### src/rtl/issue_ibuffer.sv
// Per-warp decoded-instruction buffer: one small FIFO per warp, round-robin
// warp selection, and a registered valid/ready output toward dispatch.
module issue_ibuffer #(
  parameter int NUM_WARPS = 4,
  parameter int DEPTH     = 2,
  parameter int DATAW     = 128,
  localparam int NW_BITS  = $clog2(NUM_WARPS),
  localparam int CNT_W    = $clog2(DEPTH + 1),
  localparam int PTR_W    = $clog2(DEPTH)
) (
  input  logic                 clk,
  input  logic                 reset,
  input  logic                 in_valid,
  output logic                 in_ready,
  input  logic [NW_BITS-1:0]   in_wid,
  input  logic [DATAW-1:0]     in_data,
  output logic                 out_valid,
  input  logic                 out_ready,
  output logic [NW_BITS-1:0]   out_wid,
  output logic [DATAW-1:0]     out_data,
  output logic [NUM_WARPS-1:0] full,
  output logic [NUM_WARPS-1:0] empty
);

  logic [DATAW-1:0]   mem    [NUM_WARPS][DEPTH];
  logic [CNT_W-1:0]   count  [NUM_WARPS];
  logic [PTR_W-1:0]   rd_ptr [NUM_WARPS];
  logic [PTR_W-1:0]   wr_ptr [NUM_WARPS];
  logic [NW_BITS-1:0] rr_ptr;

  logic [NUM_WARPS-1:0] eligible;
  logic [NUM_WARPS-1:0] push_vec;
  logic [NUM_WARPS-1:0] pop_vec;
  logic [NW_BITS-1:0]   grant;
  logic [NW_BITS-1:0]   idx;
  logic                 any_elig;
  logic                 load;
  logic                 push;
  logic                 pop;

  always_comb begin
    for (int w = 0; w < NUM_WARPS; w++) begin
      eligible[w] = (count[w] != '0);
      full[w]     = (count[w] == CNT_W'(DEPTH));
      empty[w]    = (count[w] == '0) && !(out_valid && (out_wid == NW_BITS'(w)));
    end
  end

  // Full is checked without crediting a same-cycle pop of that warp.
  assign in_ready = !full[in_wid];
  assign push     = in_valid && in_ready;
  assign load     = !out_valid || out_ready;
  assign pop      = load && any_elig;

  // Scan from the farthest offset down so the nearest warp above rr_ptr wins.
  always_comb begin
    grant    = '0;
    idx      = '0;
    any_elig = 1'b0;
    for (int i = NUM_WARPS; i >= 1; i--) begin
      idx = rr_ptr + NW_BITS'(i);
      if (eligible[idx]) begin
        grant    = idx;
        any_elig = 1'b1;
      end
    end
  end

  always_comb begin
    push_vec = '0;
    pop_vec  = '0;
    if (push) push_vec[in_wid] = 1'b1;
    if (pop)  pop_vec[grant]   = 1'b1;
  end

  // Payload storage carries no reset; validity is tracked by count.
  always_ff @(posedge clk) begin
    if (push) mem[in_wid][wr_ptr[in_wid]] <= in_data;
  end

  always_ff @(posedge clk or posedge reset) begin
    if (reset) begin
      for (int w = 0; w < NUM_WARPS; w++) begin
        count[w]  <= '0;
        rd_ptr[w] <= '0;
        wr_ptr[w] <= '0;
      end
    end else begin
      for (int w = 0; w < NUM_WARPS; w++) begin
        if (push_vec[w]) wr_ptr[w] <= wr_ptr[w] + PTR_W'(1);
        if (pop_vec[w])  rd_ptr[w] <= rd_ptr[w] + PTR_W'(1);
        if (push_vec[w] && !pop_vec[w])      count[w] <= count[w] + CNT_W'(1);
        else if (!push_vec[w] && pop_vec[w]) count[w] <= count[w] - CNT_W'(1);
      end
    end
  end

  // Output register stage
  always_ff @(posedge clk or posedge reset) begin
    if (reset) begin
      rr_ptr    <= NW_BITS'(NUM_WARPS - 1);
      out_valid <= 1'b0;
      out_wid   <= '0;
      out_data  <= '0;
    end else if (load) begin
      out_valid <= any_elig;
      if (any_elig) begin
        out_wid  <= grant;
        out_data <= mem[grant][rd_ptr[grant]];
        rr_ptr   <= grant;
      end
    end
  end

endmodule
### config.mk
export PLATFORM = sky130hd
export DESIGN_NAME = issue_ibuffer
export DESIGN_NICKNAME = d
export VERILOG_FILES = /design/src/rtl/issue_ibuffer.sv
export SDC_FILE = /design/constraint.sdc
export NUM_CORES = 1
export LEC_CHECK = 0
export ABC_AREA = 1
export BUFFER_PORTS_ARGS = -buffer_cell sky130_fd_sc_hd__buf_4
export CAP_MARGIN = 20
export CORE_MARGIN = 2
export CORE_UTILIZATION = 25
export DETAILED_ROUTE_END_ITERATION = 6
export PLACE_DENSITY = 0.35
export SLEW_MARGIN = 5
export SYNTH_ARGS = -nofsm -noshare
export SYNTH_HDL_FRONTEND = slang
export SYNTH_SLANG_ARGS = --single-unit
### constraint.sdc
create_clock -name clk -period 21.7 [get_ports clk]
set_clock_uncertainty 0.05 [all_clocks]
set_input_delay 1.085 -clock clk [delete_from_list [all_inputs] [get_ports clk]]
set_output_delay 1.085 -clock clk [all_outputs]
set_load 0.03 [all_outputs]
Yosys cells after proc, flatten, opt, wreduce, memory -nomap -nowiden
Memory sizes are Yosys's and may differ from the RTL's.
Cells that the tools add are included.
{"block": "word_totals", "ff_bits": 149, "ramBits": 1024, "in_bits": 134, "elab_cells": 155, "n_memories": 1}
{"block": "classes", "add_sub_neg": 19, "n_lt_le_gt_ge": 13, "eq_ne": 7, "n_mux": 45, "bitwise": 4, "n_reduce_logical": 50}
{"memory": "mem", "words": 4, "word_bits": 256, "read_ports": 1, "rd_clocked_by_memory_dff": 0, "wr": 1, "line": "25", "source": "logic [DATAW-1:0] mem [NUM_WARPS][DEPTH];"}
{"operator": "$mux 128", "n": 4}
{"operator": "$mux 256", "n": 1}
{"operator": "$demux 128 s1", "n": 1}
{"operator": "$mux 2", "n": 12}
{"operator": "$logic_and 1x1->1", "n": 21}
{"operator": "$lt 2x3->1 const B", "n": 6}
{"operator": "$mux 1", "n": 16}
{"operator": "$reduce_bool 2->1", "n": 8}
{"operator": "$bmux 1 s2", "n": 7}
{"operator": "$logic_not 1->1", "n": 14}
{"operator": "$eq 2x2->1 const B", "n": 6}
{"operator": "$add 2x1->2 const B", "n": 5}
{"operator": "$logic_not 2->1", "n": 5}
{"operator": "$add 1x1->1 const B", "n": 8}
{"operator": "$mux 4", "n": 2}
{"operator": "$sub 2x1->2 const B", "n": 4}
{"operator": "$ge 3x3->1 const B", "n": 2}
{"operator": "$not 2->3", "n": 2}
{"operator": "$add 2x2->2 const B", "n": 2}
{"operator": "$demux 1 s2", "n": 2}
{"operator": "$ge 2x1->1 const B", "n": 2}
{"operator": "$ge 2x2->1 const B", "n": 2}
{"operator": "$not 1->2", "n": 2}
{"operator": "$eq 2x1->1 const B", "n": 1}
{"operator": "3 further kinds", "n": 3}

Depth between registers and ports, before layout
{"block": "depth", "word_depth": 15, "mapped_depth": 20}

Worst setup path after synthesis
No wires, ideal clock.
{"block": "synth_timing", "path_type": "input to register", "startpoint": "in in_wid[0]", "endpoint": "mem mem[2][128] (netlist name), enable pin", "setup_ns": 0.773, "arrival_time_ns": 12.034, "t_required_ns": 20.877, "slack_ns": 8.843, "cell_stages": 6, "n_path_buf": 0, "cell_sequence": "inv_1 > nand2_1 > nor3_1 > a2111oi_0 > nand2_1 > nor3_1"}
{"block": "synth_between", "word_cells_on_any_way": 16, "classes_between": "order compare (2); mux (9); bitwise (2); reduce/logical (3)"}
{"item": "start, declared", "line": "15", "source": "input logic [NW_BITS-1:0] in_wid,"}
{"item": "$bmux 1 s2", "line": "50", "source": "assign in_ready = !full[in_wid];"}
{"item": "$mux 1 (not written as such)", "line": "50"}
{"item": "$logic_not 1->1", "line": "50"}
{"item": "named net in_ready", "line": "14", "source": "output logic in_ready,"}
{"item": "$logic_and 1x1->1", "line": "51", "source": "assign push = in_valid && in_ready;"}
{"item": "$mux 1", "line": "78", "source": "if (push) mem[in_wid][wr_ptr[in_wid]] <= in_data;"}
{"item": "$mux 256 (not written as such)", "line": "78"}
{"item": "end, declared", "line": "25"}
The timed path passes the listed nets, and every way through them passes these cells. The select of a mux whose other input is x is not followed.

Final worst setup path
{"block": "layout_timing", "startpoint": "in in_wid[0]", "endpoint": "mem mem[0][197] (netlist name), enable pin"}
{"block": "layout_between", "elab_chain_cells": 10, "word_cells_on_any_way": 16, "classes_between": "order compare (2); mux (9); bitwise (2); reduce/logical (3)"}
{"item": "$not 2->3 (not written as such)", "line": "78"}
{"item": "$bmux 1 s2", "line": "78"}
{"item": "$mux 1 (not written as such) (2 in series)", "line": "78"}
{"item": "$not 1->2 (not written as such)", "line": "78"}
{"item": "$ge 2x2->1 (not written as such) / $lt 2x1->1 (equally long branches)", "line": "78"}
{"item": "$logic_and 1x1->1 (not written as such)", "line": "78"}
{"item": "$mux 128 (not written as such)", "line": "78"}
{"item": "$demux 128 s1", "line": "78"}
{"item": "$mux 256 (not written as such)", "line": "78"}
Several ways; a longest one is shown, not always the timed one. The select of a mux whose other input is x is not followed.

==> out/results.tsv <==
stage	metric	value	unit
layout	area_growth	18.4	%
grt	antenna_found_initial	20	
grt	grt_max_degree	177	
timing	slew_headroom	0.257	
layout	drive_gt1_frac	0.114	
clock_tree	post_cts_buffers	0	
grt	grt_pass1_wl	236000	µm
drt	wl_met3	5380	µm
drt	wl_met1	72100	µm
drt	highest_layer	met5	
timing	finalSetupTns	0	ps
worst_setup_path	start_kind	input pin	
clock_tree	cts_tree	done	
clock_tree	clockBufferDepth	3	
placed_design	routabilityCongestion	0.708	
yosys	netlist_area	49100	µm²
run	max_cap_violations	0	
grt	grt.overflow.total	0	
drt	routedWlPerCell	21.5	µm
drt	viasPerCell	4.35	
yosys	synth.avg_cell_area	10.7	µm²
layout	multiInputGateArea	12100	µm²
worst_setup_path	cp.arrival	5640	ps
clock_tree	root_buffer	clkbuf_16	
placed_design	dp.cells	7239	
drt	first_pass_iters	5	
floorplan	die_x	447	µm
yosys	synth_cells	4568	
floorplan	die_area	200000	µm²
floorplan	die-height	447	µm
yosys	synth_fp_nets	4706	
placed_design	port_buffers	273	
drt	wl_met2	80200	µm
clock_tree	numClockSinks	1173	
layout	mostFrequentLayoutCells	1,067 x nand2_1, 1,024 x edfxtp_1, 905 x nand3_1, 784 x nor2_1, 321 x buf_4	
clock_tree	insertion_delay	790	ps
clock_tree	cts-resized-gates	0	
timing	setup_viol	0	
worst_setup_path	critPathKind	in -> reg	
layout	stdcell_count	7507	
clock_tree	cts_buffers	145	
clock_tree	path_clk_slew	50	ps
layout	num-fill-cells	20345	
layout	regArea	34500	µm²
layout	layout.nets	4901	
run_status	outcome	complete, no violations	
yosys	yosysSeqAreaShare	0.703	
worst_setup_path	required	22060	ps
yosys	ys_warn_count	0	
drt	drt-initial-drc-count	1808	
drt	drt-total-wl	161000	µm
floorplan	io_pins	274	
grt	grt_usage	0.161	
worst_setup_path	endpoint_kind	register	
yosys	synth_seq_cells	1173	
worst_setup_path	worstPathMaxFanout	48	
timing	fmax	189	MHz
timing	hold_viol	0	
timing	rsz0062_at_grt	no	
clock_tree	cts_hold_buffers	0	
worst_hold_path	hold_path.class	in -> async	
timing	min_period_over_period	0.243	
layout	layout.cells.most_common	nand2_1	
placed_design	hpwl	81000	µm
timing	slew_viol_final	0	
timing	min_period	5280	ps
yosys	yosys.cell_types.count	32	
drt	vias	32672	
floorplan	core	195000	µm²
grt	first_global_vias	32949	
timing	tightest_slew	1120	ps
clock_tree	cts.htree.levels	4	
floorplan	initial_core_util	0.252	
drt	drc_errors	0	
floorplan	std_cell_rows	162	
drt	ant_nets	0	
[worst paths after layout]
path,slack [ps],end,depth (start not counted),from
max,16420,mem[0][197]$_DFFE_PP_,11,in_wid[0]
min,350,out_data[32]$_DFFE_PP0P_,2,reset
max reg2reg,16610,mem[0][197]$_DFFE_PP_,10,count[5]$_DFFE_PP0P_
min reg2reg,420,wr_ptr[0]$_DFFE_PP0P_,1,wr_ptr[0]$_DFFE_PP0P_
max in group asynchronous,20050,out_data[110]$_DFFE_PP0P_,3,reset
min in group clk,420,wr_ptr[0]$_DFFE_PP0P_,1,wr_ptr[0]$_DFFE_PP0P_
[synthesized netlist by cell type (all sizes together)]
master	count	area, µm²
nand2	1075	4050
edfxtp	1024	30700
nand3	908	4550
nor2	791	2970
inv	289	1090
buf	234	1380
dfrtp	147	3680
clkbuf	49	184
o21ai	12	63.8
a21oi	7	46.3
xor2	7	61.3
xnor2	6	52.6
nor3	5	25.0
ha	4	50.1
dfstp	2	52.6
o22ai	2	12.5
a2111oi	1	8.76
a221o	1	10.0
a311oi	1	8.76
clkinv	1	3.75
o21a	1	7.51
o31ai	1	7.51
[metrics by stage]
stage	hold WS, ps	instance area [µm²]	utilization	worst slack [ps]
6_report	350	58100	0.298	16420
5_1_grt	343	58100	0.298	16060
4_1_cts	304	58000	0.298	16360
3_5_place_dp	417	53500	0.275	15510
3_3_place_gp	415	53500	0.274	15420
2_1_floorplan	392	49100	-	8840
[logic make-up (layout without fill, tap and decap cells)]
| group | after synthesis | after routing | share of synthesized area |
|---|---|---|---|
| compound gates | 26 | 26 | 0.00337 |
| xor+xnor | 13 | 13 | 0.00232 |
| fa+ha+maj | 4 | 4 | 0.00102 |
| buf+inv | 573 | 887 | 0.0542 |
| flops | 1173 | 1173 | 0.703 |
| other cells | 0 | 1 | 0 |
| simple gates | 2779 | 2779 | 0.236 |
[metal layers]
metal	global-route usage	vias to the layer above
li1	-	15728
met1	0.207	16192
met2	0.279	497
met3	0.0268	233
met4	0.0446	22
met5	0	-
[critical path, cell delays in order]
cell       delay, ps
buf_4            120
nand2_1          200
nor3_1            90
a2111oi_0        530
nand2_1          280
inv_1            150
nand2_1          150
nor2_4           780
buf_4            680
buf_4            820
buf_4            580
[registers in the layout, indices dropped and copies added, names as in the netlist]
name and count:
count 8, mem 1024, out_data 128, out_valid 1, out_wid 2, rd_ptr 4, rr_ptr 2, wr_ptr 4
[layout make-up]
cell class,count,share of cell area
Sequential cell,1173,0.594
Clock inverter,75,0.0110
Multi-Input combinational cell,2822,0.208
Timing Repair Buffer,331,0.0452
Tap cell,2624,0.0565
Clock buffer,191,0.0665
Antenna cell,1,0.0000431
Inverter,290,0.0191
Power is left out: the tool's default activity adds up to more than one toggle a clock period on the data nets, which glitch-free logic cannot reach.
